File: src/rtl/xaddr_decoder_n.sv
// xaddr_decoder_n: registered N-slave address decoder with wait states and trap.
// Define XADDR_TRAP_STATS_EN to add the trap_cnt / trap_addr statistics ports.
module xaddr_decoder_n #(
    parameter int                      ADDR_W   = 16,
    parameter int                      DATA_W   = 32,
    parameter int                      N_SLV    = 4,
    parameter logic [N_SLV*ADDR_W-1:0] SLV_BASE = {16'h2000, 16'h1100, 16'h1000, 16'h0000},
    parameter logic [N_SLV*8-1:0]      SLV_AW   = {8'd8, 8'd2, 8'd4, 8'd12},
    parameter int                      TMO_W    = 4
) (
    input  logic                    clk,
    input  logic                    rst,
    input  logic [ADDR_W-1:0]       addr,
    input  logic                    sel,
    output logic                    ready,
    output logic [DATA_W-1:0]       data_to_rd,
    output logic                    trap,
    output logic [N_SLV-1:0]        slv_sel,
    input  logic [N_SLV-1:0]        slv_ready,
    input  logic [N_SLV*DATA_W-1:0] slv_data_to_rd
`ifdef XADDR_TRAP_STATS_EN
    ,
    output logic [15:0]             trap_cnt,
    output logic [ADDR_W-1:0]       trap_addr
`endif
);

    localparam int IDX_W = (N_SLV > 1) ? $clog2(N_SLV) : 1;
    localparam logic [TMO_W-1:0] TMO_LAST = TMO_W'((1 << TMO_W) - 2);

    localparam logic [1:0] S_IDLE = 2'd0;
    localparam logic [1:0] S_BUSY = 2'd1;
    localparam logic [1:0] S_RESP = 2'd2;

    logic [1:0]        r_state;
    logic [IDX_W-1:0]  r_idx;
    logic [TMO_W-1:0]  r_cnt;
    logic              r_ready;
    logic              r_trap;
    logic [N_SLV-1:0]  r_slv_sel;
    logic [DATA_W-1:0] r_data;

    logic              w_hit;
    logic [IDX_W-1:0]  w_idx;
    logic              w_sready;
    logic [DATA_W-1:0] w_sdata;
    logic              w_miss;
    logic              w_tmo;

    // Descending scan so the lowest matching index is the one left standing.
    always_comb begin
        w_hit = 1'b0;
        w_idx = '0;
        for (int i = N_SLV - 1; i >= 0; i--) begin
            if (((addr ^ SLV_BASE[i*ADDR_W +: ADDR_W]) >> SLV_AW[i*8 +: 8]) == '0) begin
                w_hit = 1'b1;
                w_idx = IDX_W'(i);
            end
        end
    end

    assign w_sready = slv_ready[r_idx];
    assign w_sdata  = slv_data_to_rd[r_idx*DATA_W +: DATA_W];
    assign w_miss   = (r_state == S_IDLE) && sel && !w_hit;
    assign w_tmo    = (r_state == S_BUSY) && !w_sready && (r_cnt == TMO_LAST);

    always_ff @(posedge clk) begin
        if (rst) begin
            r_state   <= S_IDLE;
            r_idx     <= '0;
            r_cnt     <= '0;
            r_ready   <= 1'b0;
            r_trap    <= 1'b0;
            r_slv_sel <= '0;
            r_data    <= '0;
        end else begin
            r_ready <= 1'b0;
            r_trap  <= 1'b0;
            case (r_state)
                S_IDLE: begin
                    if (sel && w_hit) begin
                        r_idx     <= w_idx;
                        r_slv_sel <= N_SLV'(1) << w_idx;
                        r_cnt     <= '0;
                        r_state   <= S_BUSY;
                    end else if (w_miss) begin
                        r_ready <= 1'b1;
                        r_trap  <= 1'b1;
                        r_data  <= '0;
                        r_state <= S_RESP;
                    end
                end
                S_BUSY: begin
                    if (w_sready) begin
                        r_data    <= w_sdata;
                        r_slv_sel <= '0;
                        r_ready   <= 1'b1;
                        r_state   <= S_RESP;
                    end else begin
                        r_cnt <= r_cnt + 1'b1;
                        if (w_tmo) begin
                            r_data    <= '0;
                            r_slv_sel <= '0;
                            r_ready   <= 1'b1;
                            r_trap    <= 1'b1;
                            r_state   <= S_RESP;
                        end
                    end
                end
                S_RESP:  r_state <= S_IDLE;
                default: r_state <= S_IDLE;
            endcase
        end
    end

    assign ready      = r_ready;
    assign trap       = r_trap;
    assign slv_sel    = r_slv_sel;
    assign data_to_rd = r_data;

`ifdef XADDR_TRAP_STATS_EN
    logic [15:0]       r_trap_cnt;
    logic [ADDR_W-1:0] r_trap_addr;
    logic [ADDR_W-1:0] r_acc_addr;

    // A timed-out access reports the address captured when it was accepted.
    always_ff @(posedge clk) begin
        if (rst) begin
            r_trap_cnt  <= '0;
            r_trap_addr <= '0;
            r_acc_addr  <= '0;
        end else begin
            if (r_state == S_IDLE && sel)
                r_acc_addr <= addr;
            if (w_miss || w_tmo) begin
                if (r_trap_cnt != 16'hFFFF)
                    r_trap_cnt <= r_trap_cnt + 16'd1;
                r_trap_addr <= w_miss ? addr : r_acc_addr;
            end
        end
    end

    assign trap_cnt  = r_trap_cnt;
    assign trap_addr = r_trap_addr;
`endif

endmodule

File: config.mk
export PLATFORM = sky130hd
export DESIGN_NAME = xaddr_decoder_n
export DESIGN_NICKNAME = d
export VERILOG_FILES = /design/src/rtl/xaddr_decoder_n.sv
export SDC_FILE = /design/constraint.sdc
export NUM_CORES = 1
export LEC_CHECK = 0
export BUFFER_PORTS_ARGS = -buffer_cell sky130_fd_sc_hd__buf_2
export CAP_MARGIN = 20
export CORE_MARGIN = 5
export CORE_UTILIZATION = 30
export DETAILED_ROUTE_END_ITERATION = 6
export GPL_TIMING_DRIVEN = 0
export MAX_ROUTING_LAYER = met4
export PLACE_DENSITY = 0.69
export REMOVE_ABC_BUFFERS = 1
export SLEW_MARGIN = 20
export SYNTH_ARGS = -nofsm -noshare
export SYNTH_HDL_FRONTEND = slang
export SYNTH_SLANG_ARGS = --single-unit
File: constraint.sdc
create_clock -name clk -period 5.8 [get_ports clk]
set_clock_uncertainty 0.05 [all_clocks]
set_input_delay 0.29 -clock clk [delete_from_list [all_inputs] [get_ports clk]]
set_output_delay 0.29 -clock clk [all_outputs]
set_load 0.01 [all_outputs]
==> metrics.csv <==
metric;value;unit
core_region_area;8593;sq um
buffer_ports.inserted;186;
placement_cell_area;3620;sq um
cts.repair_timing.setup_buffer_count;0;
power.static_leakage;1.684;nW
synth.cell_area;2599;sq um
ys_warn_count;0;
critical_path_endpoint_category;register;
design.portCount;189;
cts_inserted_buffers;5;
post_synth_inst_count;210;
hold_class;in -> reg;
diodes;0;
h-tree-depth;2;
switch_share;22.79;%
die_width;103.1;um
hpwl;6.642;mm
max_cap_violations;0;
fmax;346.3;MHz
timing.setup.tns;0;ns
drive_above_1_share;68.38;%
finalSetupViolations;0;
antenna_left;0;
status;finished clean;
number_of_storage_elements_in_the_synthesis_netlist;46;
cp_data_required_time;5.98;ns
remaining_drc_errors;0;
postLayoutCellArea;3711;sq um
synth.top_cells.by_count;sky130_fd_sc_hd__dfxtp_1 (46), sky130_fd_sc_hd__mux4_2 (33), sky130_fd_sc_hd__a22o_2 (27);
clock_sinks;46;
share_seq_of_total_power;52.2;%
routedWlPerCell;16.31;um
floorplan.die_area;10620;sq um
number_of_hold_slack_violations_in_the_final_timing_report;0;
period_share;49.79;%
synth_edf_count;0;
grt_first_pass_wirelength;11.81;mm
final.min_clock_period;2.888;ns
vias_in_the_first_global_route;2507;
post_layout_worst_setup_margin;2.912;ns
critical-path-slowest-cell;sky130_fd_sc_hd__dfxtp_4;
yosysTopAreaCellShare;35.44;%
clock_power_share;32.4;%
ctsResizeCount;0;
wl;8.104;mm
post_cts_hold_buffer_count;0;
ys.flop_type;sky130_fd_sc_hd__dfxtp_1;
power.net_switching;0.1390;mW
area_growth_syn_to_layout;42.80;%
drt-vias-per-instance;5.068;
gp_congestion;0.7993;
worstPathMaxFanout;34;
power_density;164.3;nW/um^2
synth-seq-area-share;35.44;%
worst_setup_hold_path_clk_slew;0.08;ns
yosysMostFrequentCell;sky130_fd_sc_hd__dfxtp_1;
cp_cell_sequence;mux4_2, nor2_2, a211oi_2, o22ai_4, a22o_2;
worst_ep_arrival_time;3.07;ns
global_route.usage.met3;3.654;%
share_comb_of_total_power;15.4;%
max_slew_margin;35.77;%
critical_path.max_stage_delay;0.78;ns
die_height;103.1;um
timing.final.max_slew_violations;0;
drt_pre_antenna_iters;4;
worst_pin_slew;0.9634;ns
clk_root_buffer_cell;sky130_fd_sc_hd__clkbuf_8;
globalRouteTotalUtil;14.42;%
grt_setup_unrepaired;false;
synth_cell_type_count;39;
clock_path_buffers;2;
fp_rows;34;
criticalPathCategory;reg -> reg;
ir_drop;0.00008262;V
globalRoute.busiestLayer;met2;
gr-usage-met1;15.90;%
grt_start_max_net_pins;35;
vias_post_dr;2519;
internal-power;0.4708;mW
drt_iter0_markers;47;
worst_skew_pair.late_latency;0.29;ns
globalRouteMet2Util;25.70;%
hold-worst-slack;0.2562;ns
worst_setup_path_start_kind;register;
grt.overflow.total;0;
synth.avg_cell_area;12.37;sq um
initial_antenna_violation_count;0;
floorplan.initialDensity;30.24;%
layout_nets;541;
place_worst_setup_slack;2.886;ns
asyncSetResetFlopFracSynth;0;%
cts_tree;yes;
yosys-top-cells-area;sky130_fd_sc_hd__dfxtp_1 (35%), sky130_fd_sc_hd__mux4_2 (29%), sky130_fd_sc_hd__a22o_2 (10%);
synthDominantAreaCellType;sky130_fd_sc_hd__dfxtp_1;
==> sequential cells by signal, indices dropped and copies added (netlist names) <==
| name | cells |
|---|---|
| r_idx | 2 |
| trap | 1 |
| ready | 1 |
| r_cnt | 4 |
| r_state | 2 |
| slv_sel | 4 |
| data_to_rd | 32 |
==> layer usage <==
| metal | vias up | wire length (um) | share of wire, % |
|---|---|---|---|
| li1 | 1200 | - | - |
| met1 | 1201 | 2980 | 37 |
| met4 | 0 | 95 | 1.2 |
| met2 | 111 | 4193 | 52 |
| met3 | 7 | 835 | 10 |
| met5 | - | 0 | 0 |
==> cells in the final DEF, fill, tap and decap left out, types with 6 or more instances in the layout <==
| master | synthesis | final |
|---|---|---|
| sky130_fd_sc_hd__nor2_1 | 9 | 9 |
| sky130_fd_sc_hd__a21oi_1 | 7 | 7 |
| sky130_fd_sc_hd__dfxtp_1 | 46 | 44 |
| sky130_fd_sc_hd__buf_2 | 0 | 186 |
| sky130_fd_sc_hd__mux4_2 | 33 | 33 |
| sky130_fd_sc_hd__clkbuf_8 | 0 | 6 |
| sky130_fd_sc_hd__nand2_1 | 8 | 8 |
| sky130_fd_sc_hd__a22o_2 | 27 | 27 |
| sky130_fd_sc_hd__nor3_1 | 7 | 7 |
==> final timing paths <==
path	start	endpoint	slack (ns)	cells after the start
worst max-delay path	r_idx[0]	data_to_rd[6]	2.91	5
worst min register to register	slv_sel[0]	slv_sel[0]	0.41	2
worst min-delay path	addr[8]	slv_sel[2]	0.26	3
worst max register to register	r_idx[0]	data_to_rd[6]	2.91	5
==> worst max-delay path: cells and delay by family, from the launching register on <==
family | cells | cell delay (ns)
AOI/OAI and AO/OA | 3 | 1.10
DFF | 1 | 0.78
muxes | 1 | 0.67
and+or+nand+nor | 1 | 0.17
==> logic make-up (layout without fill, tap and decap cells) <==
logic type	after synthesis	after routing	synth area share [%]
muxes	37	37	30.14
DFF	46	46	35.44
buffers and inverters	22	201	4.381
adders and majority gates	2	2	0.9628
and+or+nand+nor	50	50	10.54
AOI/OAI and AO/OA	53	53	18.54
==> power by group through the flow <==
stage / clock, mW / sequential [mW] / combinational (mW)
floorplan: 0 / 0.327 / 0.0341
global placement: 0 / 0.326 / 0.0920
detailed placement: 0 / 0.326 / 0.0947
CTS: 0.209 / 0.318 / 0.0951
global route: 0.220 / 0.319 / 0.103
finish: 0.198 / 0.318 / 0.0937
==> cell type report <==
class	count	area, sq um
fillers	854	4882
multi-input cells	142	1570
repair buffers	188	969.7
flip-flops and latches	46	925.9
well taps	108	135.1
clock buffers	7	86.33
inverters	5	18.77
clock inverters	1	5.005
==> through the flow <==
step                total power, mW  utilization [%]  instances
finish                       0.6098            43.19        497
global route                 0.6426            43.19        497
CTS                          0.6225            43.19        497
detailed placement           0.4205            42.12        489
global placement             0.4182            41.54        487
floorplan                    0.3609                -        193
Power figures use the tool's default switching activity.
